### config.mk
export PLATFORM = sky130hd
export DESIGN_NAME = store_buffer
export DESIGN_NICKNAME = d
export VERILOG_FILES = /design/src/rtl/dmem_pkg.sv /design/src/rtl/sb_fwd_match.sv /design/src/rtl/store_buffer.sv
export SDC_FILE = /design/constraint.sdc
export NUM_CORES = 1
export LEC_CHECK = 0
export BUFFER_PORTS_ARGS = -buffer_cell sky130_fd_sc_hd__buf_2
export CAP_MARGIN = 30
export CORE_ASPECT_RATIO = 1.2
export CORE_MARGIN = 2
export CORE_UTILIZATION = 55
export CTS_BUF_LIST = sky130_fd_sc_hd__clkbuf_2 sky130_fd_sc_hd__clkbuf_4 sky130_fd_sc_hd__clkbuf_8
export DETAILED_ROUTE_END_ITERATION = 10
export PLACE_DENSITY = 0.77
export SETUP_SLACK_MARGIN = 0.05
export SLEW_MARGIN = 20
export SYNTH_ARGS = -nofsm -noshare
export SYNTH_HDL_FRONTEND = slang
export SYNTH_SLANG_ARGS = --single-unit
### constraint.sdc
create_clock -name clk -period 5.83 [get_ports clk]
set_input_delay 0.583 -clock clk [delete_from_list [all_inputs] [get_ports clk]]
set_output_delay 0.583 -clock clk [all_outputs]
set_load 0.02 [all_outputs]
### src/rtl/dmem_pkg.sv
// Shared data-memory definitions for the store buffer and its forwarding logic.
// Contents: address/data widths and the store-buffer FSM state type.
package dmem_pkg;

    localparam int ADDR_W = 64;
    localparam int DATA_W = 64;

    typedef enum logic {
        RUN   = 1'b0,
        FLUSH = 1'b1
    } sb_state_t;

endpackage

### src/rtl/sb_fwd_match.sv
// Youngest-match store-to-load forwarding for the store buffer.
// Ports:
//   entry_addr/entry_data : raw buffer storage, indexed by physical slot
//   head                  : slot of the oldest occupied entry
//   count                 : number of occupied entries starting at head
//   ld_addr               : load address to compare (full width)
//   hit                   : some occupied entry matches ld_addr
//   data                  : data of the youngest matching entry, 0 on miss
module sb_fwd_match
    import dmem_pkg::*;
#(
    parameter int DEPTH = 4
) (
    input  logic [ADDR_W-1:0]          entry_addr [DEPTH],
    input  logic [DATA_W-1:0]          entry_data [DEPTH],
    input  logic [$clog2(DEPTH)-1:0]   head,
    input  logic [$clog2(DEPTH):0]     count,
    input  logic [ADDR_W-1:0]          ld_addr,
    output logic                       hit,
    output logic [DATA_W-1:0]          data
);

    localparam int PTR_W = $clog2(DEPTH);
    localparam int CNT_W = PTR_W + 1;

    // Vectors are ordered by age: element 0 is the oldest entry (at head).
    logic [PTR_W-1:0] slot_vec  [DEPTH];
    logic [DEPTH-1:0] match_vec;

    genvar gi;
    generate
        for (gi = 0; gi < DEPTH; gi++) begin : g_age
            // Pointer arithmetic wraps naturally because DEPTH is a power of two.
            assign slot_vec[gi]  = head + PTR_W'(gi);
            assign match_vec[gi] = (CNT_W'(gi) < count) &&
                                   (entry_addr[slot_vec[gi]] == ld_addr);
        end
    endgenerate

    // Scanning oldest to youngest lets the last match win, i.e. the youngest.
    always_comb begin
        hit  = 1'b0;
        data = '0;
        for (int k = 0; k < DEPTH; k++) begin
            if (match_vec[k]) begin
                hit  = 1'b1;
                data = entry_data[slot_vec[k]];
            end
        end
    end

endmodule

### src/rtl/store_buffer.sv
// Store buffer between the core and a single-ported data memory.
// Stores are queued in a circular FIFO and drained one per cycle whenever the
// memory port is not taken by a missing load; loads are forwarded from the
// youngest matching entry. A flush request drains the buffer with priority
// over loads and signals completion with a one-cycle flush_done pulse.
// Ports:
//   clk, rst                       : clock, synchronous active-high reset
//   st_valid/st_addr/st_data       : store request; st_ready = accepted this edge
//   ld_valid/ld_addr               : load request
//   ld_hit/ld_data/ld_stall        : forwarding result, hold-the-load indicator
//   flush_req/flush_done           : drain request pulse / completion pulse
//   mem_rw/mem_addr/mem_wdata      : data memory port (1 = write)
//   count                          : occupied entries
module store_buffer
    import dmem_pkg::*;
#(
    parameter int DEPTH = 4
) (
    input  logic                     clk,
    input  logic                     rst,
    input  logic                     st_valid,
    input  logic [ADDR_W-1:0]        st_addr,
    input  logic [DATA_W-1:0]        st_data,
    output logic                     st_ready,
    input  logic                     ld_valid,
    input  logic [ADDR_W-1:0]        ld_addr,
    output logic                     ld_hit,
    output logic [DATA_W-1:0]        ld_data,
    output logic                     ld_stall,
    input  logic                     flush_req,
    output logic                     flush_done,
    output logic                     mem_rw,
    output logic [ADDR_W-1:0]        mem_addr,
    output logic [DATA_W-1:0]        mem_wdata,
    output logic [$clog2(DEPTH):0]   count
);

    localparam int PTR_W = $clog2(DEPTH);
    localparam int CNT_W = PTR_W + 1;

    logic [ADDR_W-1:0] addr_mem [DEPTH];
    logic [DATA_W-1:0] data_mem [DEPTH];

    sb_state_t        state_reg;
    logic [PTR_W-1:0] head_reg;
    logic [PTR_W-1:0] tail_reg;
    logic [CNT_W-1:0] count_reg;
    logic [CNT_W-1:0] count_next;
    logic             flush_done_reg;

    logic             nonempty;
    logic             drain_blocked;
    logic             drain;
    logic             push;

    sb_fwd_match #(
        .DEPTH (DEPTH)
    ) u_fwd (
        .entry_addr (addr_mem),
        .entry_data (data_mem),
        .head       (head_reg),
        .count      (count_reg),
        .ld_addr    (ld_addr),
        .hit        (ld_hit),
        .data       (ld_data)
    );

    assign nonempty = (count_reg != '0);

    // Acceptance is decided from registered state only, so a full buffer
    // refuses a store even in a cycle where an entry is being drained.
    assign st_ready = (count_reg < CNT_W'(DEPTH)) && (state_reg == RUN);
    assign push     = st_valid && st_ready && !rst;

    // In RUN a missing load owns the memory port; in FLUSH the drain does.
    assign drain_blocked = (state_reg == RUN) && ld_valid && !ld_hit;
    assign drain         = nonempty && !drain_blocked && !rst;
    assign ld_stall      = (state_reg == FLUSH) && nonempty && ld_valid && !ld_hit;

    assign mem_rw    = drain;
    assign mem_addr  = drain ? addr_mem[head_reg] : ld_addr;
    assign mem_wdata = drain ? data_mem[head_reg] : '0;

    assign count      = count_reg;
    assign flush_done = flush_done_reg;

    always_comb begin
        count_next = count_reg;
        case ({push, drain})
            2'b10:   count_next = count_reg + CNT_W'(1);
            2'b01:   count_next = count_reg - CNT_W'(1);
            default: count_next = count_reg;
        endcase
    end

    // Entry storage carries no reset; occupancy is defined by head/count.
    always_ff @(posedge clk) begin
        if (push) begin
            addr_mem[tail_reg] <= st_addr;
            data_mem[tail_reg] <= st_data;
        end
    end

    always_ff @(posedge clk) begin
        if (rst) begin
            state_reg      <= RUN;
            head_reg       <= '0;
            tail_reg       <= '0;
            count_reg      <= '0;
            flush_done_reg <= 1'b0;
        end else begin
            count_reg      <= count_next;
            flush_done_reg <= 1'b0;
            if (push)  tail_reg <= tail_reg + PTR_W'(1);
            if (drain) head_reg <= head_reg + PTR_W'(1);

            case (state_reg)
                RUN: begin
                    if (flush_req) begin
                        // Already empty after this edge: complete immediately.
                        if (count_next == '0) flush_done_reg <= 1'b1;
                        else                  state_reg      <= FLUSH;
                    end
                end
                FLUSH: begin
                    if (count_next == '0) begin
                        state_reg      <= RUN;
                        flush_done_reg <= 1'b1;
                    end
                end
                default: state_reg <= RUN;
            endcase
        end
    end

endmodule

# Word-level counts from Yosys, hierarchy flattened

Cells that the tools add are included.

Bitwise operators: 6
Reduce and logical (&&, ||, !) cells: 20
Order comparisons: 11
Mux-type cells: 45
Eq/ne operators: 6
Add/sub/neg operators: 6

Operators with widths:

| cell                                                        | count |
|---|---|
| 2-to-1 mux 64 bit                                           | 23 |
| binary-select mux 64 bit (select 2 bit)                     | 8 |
| bitwise mux 256 bit                                         | 2 |
| equality test 64 bit                                        | 4 |
| demux 64 bit (select 2 bit)                                 | 1 |
| greater-or-equal comparator 3 bit (second input constant)   | 5 |
| logical AND 1 bit                                           | 15 |
| NOT 2 -> 3 bit                                              | 5 |
| 2-to-1 mux 1 bit                                            | 8 |
| less-than comparator 1 x 3 -> 1 bit (first input constant)  | 2 |
| less-than comparator 2 x 3 -> 1 bit (first input constant)  | 2 |
| one-hot mux 3 bit (2 select lines)                          | 1 |
| adder 2 x 1 -> 2 bit (second input constant)                | 2 |
| adder 2 bit (second input constant)                         | 2 |
| one-hot mux 1 bit (2 select lines)                          | 2 |
| adder 3 x 1 -> 3 bit (second input constant)                | 1 |
| logical NOT 1 bit                                           | 3 |
| logical NOT 3 bit                                           | 1 |
| less-than comparator 3 x 1 -> 1 bit (second input constant) | 1 |
| less-than comparator 3 bit (second input constant)          | 1 |
| nonzero test 3 bit                                          | 1 |
| subtractor 3 x 1 -> 3 bit (second input constant)           | 1 |
| equality test 2 x 1 -> 1 bit (second input constant)        | 1 |
| equality test 2 bit (second input constant)                 | 1 |
| NOT 1 bit                                                   | 1 |

Flip-flop bits (word level): 521
Input port bits: 197

# Longest topological paths before layout

Gate-level depths: netlist of the first run.

Word-level depth: 21
Mapped depth: 24

# Cells and area by module

From an unflattened synthesis of the first run, not the netlist that was laid out.

Cell total of the unflattened synthesis: 3075
Area, all modules: 37563.5 µm²

By module, submodules not included:

| module       | sequential area each (µm²) | cells an instance | instances | area an instance (µm²) |
|---|---|---|---|---|
| store_buffer | 15554.9                    | 868               | 1         | 20161.8 |
| sb_fwd_match | 0.0                        | 2207              | 1         | 17401.7 |

# Worst setup path before layout of the first run

No wires, ideal clock.

Kind: register to register
Start point: register count_reg[2], in the netlist count[2]
End point: register addr_mem[0] (netlist name), enable pin
Cell stages (with the launch flop): 6
Setup time: 0.503 ns
Data arrival time: 4.336 ns
Slack: 0.991 ns
Clock period less this slack: 4.839 ns
Required time: 5.327 ns
Cell sequence: dfxtp_1 -> clkbuf_1 -> nor2_1 -> and2_1 -> clkbuf_1 -> and3_1

Cells in the longest elaborated chain, start to end: 4

Ends and longest elaborated chain:

| element                         | RTL line            | text |
|---|---|---|
| start, declared                 | store_buffer.sv:47  | `logic [CNT_W-1:0] count_reg;` |
| start signal, assigned          | store_buffer.sv:112 | `count_reg <= count_next;` |
| less-than comparator 3 bit      | store_buffer.sv:72  | `assign st_ready = (count_reg < CNT_W'(DEPTH)) && (state_reg == RUN);` |
| logical AND 1 bit               | store_buffer.sv:72  |  |
| net st_ready                    | store_buffer.sv:24  | `output logic st_ready,` |
| logical AND 1 bit (2 in series) | store_buffer.sv:73  | `assign push = st_valid && st_ready && !rst;` |
| end signal, assigned by index   | store_buffer.sv:99  | `addr_mem[tail_reg] <= st_addr;` |
| end, declared                   | store_buffer.sv:41  | `logic [ADDR_W-1:0] addr_mem [DEPTH];` |

The timed path passes the listed nets, and every way through them passes these cells.
A chain may end at the register's enable or synchronous reset.

# Worst setup path after layout of the first run

Start point: register head_reg[0]
End point: output port mem_wdata[59]

Cells in the longest elaborated chain, start to end: 16
Elaborated cells on any way between the ends: 40
Those cells by class: add/sub (3); eq/ne (4); mux (20); bitwise (4); reduce/logical (9)

Ends and longest elaborated chain:

| element                                                                                                | RTL line                                                   | text |
|---|---|---|
| start, declared                                                                                        | store_buffer.sv:45                                         | `logic [PTR_W-1:0] head_reg;` |
| start signal, assigned                                                                                 | store_buffer.sv:115                                        | `if (drain) head_reg <= head_reg + PTR_W'(1);` |
| adder 2 x 1 -> 2 bit / NOT 2 -> 3 bit (equally long branches)                                          | sb_fwd_match.sv:34, sb_fwd_match.sv:36, store_buffer.sv:82 |  |
| NOT 2 -> 3 bit (not written as such) / binary-select mux 64 bit (select 2 bit) (equally long branches) | sb_fwd_match.sv:36                                         | `(entry_addr[slot_vec[gi]] == ld_addr);` |
| binary-select mux 64 bit (select 2 bit) / 2-to-1 mux 64 bit (equally long branches)                    | sb_fwd_match.sv:36                                         |  |
| 2-to-1 mux 64 bit (not written as such)                                                                | sb_fwd_match.sv:36                                         |  |
| 2-to-1 mux 64 bit (not written as such) / equality test 64 bit (equally long branches)                 | sb_fwd_match.sv:36                                         |  |
| equality test 64 bit / logical AND 1 bit (equally long branches)                                       | sb_fwd_match.sv:36, sb_fwd_match.sv:35                     |  |
| logical AND 1 bit / 2-to-1 mux 1 bit (equally long branches)                                           | sb_fwd_match.sv:35, sb_fwd_match.sv:45                     |  |
| 2-to-1 mux 1 bit (3 in series)                                                                         | sb_fwd_match.sv:45                                         | `if (match_vec[k]) begin` |
| logical NOT 1 bit                                                                                      | store_buffer.sv:76                                         | `assign drain_blocked = (state_reg == RUN) && ld_valid && !ld_hit;` |
| logical AND 1 bit                                                                                      | store_buffer.sv:76                                         |  |
| logical NOT 1 bit                                                                                      | store_buffer.sv:77                                         | `assign drain = nonempty && !drain_blocked && !rst;` |
| logical AND 1 bit (2 in series)                                                                        | store_buffer.sv:77                                         |  |
| 2-to-1 mux 64 bit *                                                                                    | store_buffer.sv:82                                         | `assign mem_wdata = drain ? data_mem[head_reg] : '0;` |
| end, declared                                                                                          | store_buffer.sv:34                                         | `output logic [DATA_W-1:0] mem_wdata,` |

Mark *: on every way between the ends. The rest lies on a longest branch, timed or not. The select of a mux whose other input is x is not followed.

==> out/metrics.cfg, run 1 <==
[floorplanning]
die_y_um=284
core_area_um2=64700
rows=102
io_pins=397
die_area_um2=67600
die_w_um=238
start_util=0.557

[power_and_ir_drop]
leakage_nw=13.7
power.share.sequential=0.453
p_clk_frac=0.373
combPwrFrac=0.174
intPower_mw=6.82
ir_drop_mv=0.193
swShare=0.281
switchingPower_mw=2.67
powerDensity_nw_per_um2=232
power_mw=9.49

[timing]
fin_crit_ns=5.77
fmax_ghz=0.173
rsz0062_at_grt=no
relSlewSlack=0.298
report.final.hold_viol_count=0
worst_pin_slew_ns=1.05
clock_skew_ns=0.0486
setup_violations=0
fin_tns_setup_ns=0
post-route-period-util=0.990
slew_viol_final=0
hold_slack_ns=0.0558

[cts]
cts_root_buf=clkbuf_8
numCtsBuffers=87
cts_tree=built
clk_pin_slew_worst_paths_ns=0.06
clockBufferDepth=3
cts_hold_buf=0
cts.sinks=521
worst_skew_pair.late_latency_ns=0.73
cts_max_level=3

[grt]
antenna_found_initial=20
grt_overflow_total=0
first_global_vias=28500
grt_util_all_layers=0.376
grt_pass1_wl_mm=186
grt_max_degree=218

[drt]
drt.antenna.violating_nets=0
vias=29600
wl_per_cell_um=29.9
met2_length_mm=62.1
routed_wl_mm=130
topRoutingLayerUsed=met5
dr.pass1.iters=6
drtIter0Drc=3523
post_drt_via_cell_ratio=6.80
drc_errors=0
route.met3.wl_mm=13.1
wl_met1_mm=45.6

[yosys]
syn_area_per_cell_um2=11.6
synth_fp_nets=3318
syn_inst=3111
synthAdderAreaFrac=0.00347
synth_area_um2=36000
yosys.area_share.simple=0.103
ys_seq_area_frac=0.432
synth_compound_area_frac=0.116
synth_warnings=0
yosys-mux-area-fraction=0.255
async_flop_share=0
ys_ff_latch=521
synth_edf_count=512
synth_xor_area_frac=0.0430
synth-main-ff-cell=edfxtp_1
ys_types=84
synth_top_family_by_area=multiplexers

[setup_path]
crit_required_ns=5.25
reg2reg_to=flush_done
crit_arrival_ns=5.19
worstPathMaxFanout=28
cp-start-kind=register
r2r-start=head_reg[0]
critical_path_class=register to output port
r2r_cells=19
endpoint_kind=output port
r2r_slack_ns=0.71

[worst_hold_path]
hp-class=input port to register
min_path_cells=1
worstHoldEndpoint=addr_mem[129]
hp-start=st_addr[1]

[run_status]
status=finished, final reports clean

[placement]
place_area_um2=38700
io_buffers=396
gp_congestion=1.07
dp_hpwl_mm=94.0

[flow_run]
maxCapViolCount=0

[finish]
final_nets=3637
syn_to_final_growth_pct=13.6
drive_gt1_frac=0.311
final_cell_area_um2=40900

-- cell families after synthesis --
kind of cell	count (synthesis)
XOR/XNOR	177
adder cells (fa/ha/maj)	10
flip-flops	521
multiplexers	633
AO/OA/AOI/OAI	660
AND/OR/NAND/NOR	786
buffers and inverters	324
-- cells in the mapped netlist (10+ instances only) --
master,instances,share of area
a211oi_1,66,0.014
a21oi_1,217,0.030
a22oi_1,15,0.0031
a2bb2oi_1,10,0.0024
buf_1,35,0.0036
buf_2,64,0.0089
buf_4,19,0.0040
buf_6,24,0.0075
clkbuf_1,125,0.013
edfxtp_1,512,0.43
ha_1,10,0.0035
inv_1,41,0.0043
mux2_2,169,0.053
mux2_4,28,0.012
mux2i_1,238,0.066
mux4_1,12,0.0087
mux4_2,184,0.11
nand2_1,150,0.016
nand2b_1,28,0.0049
nand3_1,35,0.0049
nand4_1,67,0.012
nor2_1,315,0.033
nor2b_1,15,0.0026
nor3_1,89,0.012
nor4_1,22,0.0038
o2111ai_1,13,0.0032
o211ai_1,12,0.0025
o21ai_0,143,0.020
o22ai_1,89,0.015
o22ai_2,19,0.0066
xnor2_1,166,0.040
xor2_1,11,0.0027
-- stage by stage --
step	utilization	setup slack, ns	instances
5_1_grt	0.633	0.0643	4339
2_1_floorplan	-	0.991	3111
3_5_place_dp	0.597	0.444	4158
6_report	0.633	0.0594	4345
4_1_cts	0.630	0.0633	4329
3_3_place_gp	0.597	0.545	4158
-- critical path: stages (launching register included) --
cell and delay (ns):
dfxtp_4 0.40, buf_4 0.15, buf_12 0.22, mux4_2 0.54, xnor2_1 0.72, nand4_1 0.18, nor2_1 0.29, nand4_1 0.19
nor4_4 0.30, buf_4 0.19, nand4b_4 0.14, o21a_4 0.22, inv_2 0.22, buf_4 0.30, nor2_1 0.16, buf_2 0.19
-- cells in the final DEF, fill, tap and decap left out, drive strengths merged, types with 9 or more instances in the layout --
master,instances
o2111ai,13
nand4,67
buf,508
inv,48
xnor2,166
o2bb2ai,9
xor2,11
mux2i,240
nand2b,28
dfxtp,9
nor2,315
o22ai,108
mux4,196
a21oi,217
nor2b,15
nand3,35
or3,10
edfxtp,512
a22oi,15
nand2,150
ha,10
bufinv,9
clkinv,36
nor3,89
a2bb2oi,10
o21ai,143
diode,12
a2111oi,9
nor4,23
a211oi,66
mux2,197
o211ai,12
clkbuf,109
-- final cells by class --
| cell class | instances | area [um^2] |
|---|---|---|
| clock buffers | 108 | 1360 |
| fillers | 5052 | 23800 |
| well taps | 832 | 1040 |
| repair buffers | 511 | 3350 |
| diodes | 12 | 30.0 |
| multi-input cells | 2266 | 18900 |
| clock inverters | 52 | 497 |
| inverters | 43 | 166 |
| flip-flops and latches | 521 | 15600 |
-- per-layer routing --
layer | vias up | track usage
li1 | 12800 | -
met1 | 14400 | 0.442
met2 | 1913 | 0.619
met3 | 402 | 0.0919
met4 | 16 | 0.233
met5 | - | 0
-- power groups by stage --
stage	registers, mW	logic (mW)	clock network [mW]
floorplan	4.37	1.02	0
global placement	4.37	1.57	0
detailed placement	4.38	1.57	0
CTS	4.30	1.60	3.57
global route	4.31	1.71	3.73
finish	4.30	1.65	3.54
-- worst max-delay path by stage --
stage / from / end / cells past startpoint
global placement: head_reg[0] / mem_addr[29] / 13
global route: head_reg[0] / mem_wdata[58] / 14
CTS: head_reg[1] / ld_data[6] / 13
detailed placement: head_reg[1] / mem_addr[29] / 12
floorplan: count[2] / addr_mem[0] / 5
finish: head_reg[0] / mem_wdata[59] / 15
-- what timing repair did --
item | CTS | global route
setup endpoints to repair | 165 | 193
gates resized for setup | 19 | 8
pin swaps | 2 | 0
gates cloned | 2 | 1
setup buffers | 9 | 2
No activity file was read; power rests on OpenSTA's default activity.
==> inputs of run 2 (changes only) <==
==> constraint.sdc (replaced) <==
create_clock -name clk -period 6.5 [get_ports clk]
set_input_delay 0.65 -clock clk [delete_from_list [all_inputs] [get_ports clk]]
set_output_delay 0.65 -clock clk [all_outputs]
set_load 0.02 [all_outputs]
==> run 2 against run 1 <==
Sequential power fell by 10%. Total power fell by 13%. Routed wire length down 2.0%. Critical path type unchanged. Largest power group unchanged. Sequential cell count is the same. Highest routed layer unchanged. Non-clock buffer count decreased by 23. Worst setup slack improved by 0.090 ns. Utilization shrank 1.1 points. First-iteration DRC count shrank 11%. Critical path depth shrank 4. Clock skew shrank 0.024 ns.
==> out/metrics.cfg, run 2 (synthesis results as in run 1) <==
[run_status]
status=finished, final reports clean

[power_and_ir_drop]
combPwrFrac=0.177
leakage_nw=13.3
swShare=0.285
powerDensity_nw_per_um2=204
intPower_mw=5.88
p_clk_frac=0.354
ir_drop_mv=0.179
switchingPower_mw=2.34
power_mw=8.23
power.share.sequential=0.469

[setup_path]
critical_path_class=register to output port
r2r_cells=17
endpoint_kind=output port
cp-endpoint=ld_data[50]
timing.critical_path.from=head_reg[1]
worstPathMaxFanout=67
crit_arrival_ns=5.70
cp_slowest_cell=dfxtp_4
r2r_slack_ns=0.97
r2r-start=head_reg[1]
slowest_delay_ns=0.72
cp-start-kind=register
crit_chain=buf_4 > inv_6 > mux2_2 > xor2_1 > nand4_1 > or4_1 > or4_4 > buf_4 > buf_4 > o22ai_1 > buf_2
critPathMostFrequentCell=buf_4
reg2reg_to=flush_done
crit_required_ns=5.85

[cts]
cts.sinks=521
numCtsBuffers=86
worst_skew_pair.late_latency_ns=0.71
clk_pin_slew_worst_paths_ns=0.07
cts_max_level=3
cts_tree=built
clockBufferDepth=3
cts_root_buf=clkbuf_8
cts_hold_buf=0

[grt]
antenna_found_initial=17
first_global_vias=27600
grt_util_all_layers=0.369
grt_overflow_total=0
grt_pass1_wl_mm=183
grt_max_degree=266

[drt]
post_drt_via_cell_ratio=6.74
drc_errors=0
drt.antenna.violating_nets=0
vias=29000
routed_wl_mm=127
dr.pass1.iters=6
drtIter0Drc=3127
wl_per_cell_um=29.6

[finish]
final_cell_area_um2=40200
fillers=5089
layoutNonFillerInstCount=4310
syn_to_final_growth_pct=11.7
final_common_cell=edfxtp_1
final_cell_mix=edfxtp_1, buf_2, nor2_1
final_nets=3613
drive_gt1_frac=0.304

[floorplanning]
die_area_um2=67600
die_y_um=284
start_util=0.557
io_pins=397
core_area_um2=64700
rows=102
die_w_um=238

[placement]
dp_hpwl_mm=92.4
io_buffers=396
place_area_um2=38400
gp_congestion=1.08
dpl.cell_count=4145

[timing]
post-route-period-util=0.977
rsz0062_at_grt=no
slew_viol_final=0
relSlewSlack=0.239
fmax_ghz=0.157
worst_pin_slew_ns=1.14
report.final.hold_viol_count=0
clock_skew_ns=0.0243
fin_crit_ns=6.35
setup_violations=0
fin_tns_setup_ns=0

[flow_run]
maxCapViolCount=0

[worst_hold_path]
hp-class=input port to register

[run 2: through the flow]
stage	hold slack, ns	util	worst slack (ns)
final	0.154	0.622	0.150
after detailed placement	0.582	0.594	0.970
after global routing	0.144	0.622	0.0747
after global placement	0.565	0.593	0.995
after floorplan	0.538	-	1.66
after CTS	0.106	0.620	0.174
[run 2: how the worst min path moves through the flow]
stage,from,end,slack (ns),depth (start not counted)
CTS,st_data[26],data_mem[90],0.11,1
global placement,tail_reg[0],tail_reg[0],0.57,2
detailed placement,tail_reg[0],tail_reg[0],0.58,2
finish,st_addr[34],addr_mem[98],0.15,1
floorplan,tail_reg[0],tail_reg[0],0.54,2
global route,st_data[8],data_mem[200],0.14,1
[run 2: cell type report]
type / count / area, um^2 / share of cell area
Clock buffer: 112 / 1390 / 0.0346
Inverter: 43 / 166 / 0.00414
Antenna cell: 6 / 15.0 / 0.000373
Clock inverter: 42 / 294 / 0.00731
Sequential cell: 521 / 15600 / 0.387
Tap cell: 832 / 1040 / 0.0259
Timing Repair Buffer: 488 / 2960 / 0.0735
Multi-Input combinational cell: 2266 / 18800 / 0.468
[run 2: what timing repair did]
action,in CTS,in global routing
resized for setup,0,2
buffers inserted,0,2
setup endpoints to repair,0,57
[run 2: metal layers]
| metal | track usage | vias to the layer above | wire, um |
|---|---|---|---|
| met5 | 0 | - | 187 |
| li1 | - | 12700 | - |
| met2 | 0.602 | 1697 | 60200 |
| met4 | 0.236 | 28 | 9920 |
| met3 | 0.0799 | 398 | 11500 |
| met1 | 0.443 | 14200 | 45600 |
[run 2: worst max-delay path: cells and delay by family (launching register included)]
| family | cells | cell delay [ns] |
|---|---|---|
| flops | 1 | 0.72 |
| mux | 1 | 0.34 |
| simple gates | 3 | 1.19 |
| xor+xnor | 1 | 0.60 |
| buf+inv | 5 | 1.67 |
| compound gates | 1 | 0.34 |
[run 2: power groups by stage]
stage,clock (mW),sequential (mW),combinational (mW)
after detailed placement,0,3.93,1.40
after global routing,3.08,3.87,1.51
final,2.91,3.86,1.45
after floorplan,0,3.92,0.914
after global placement,0,3.92,1.40
after CTS,2.95,3.86,1.41
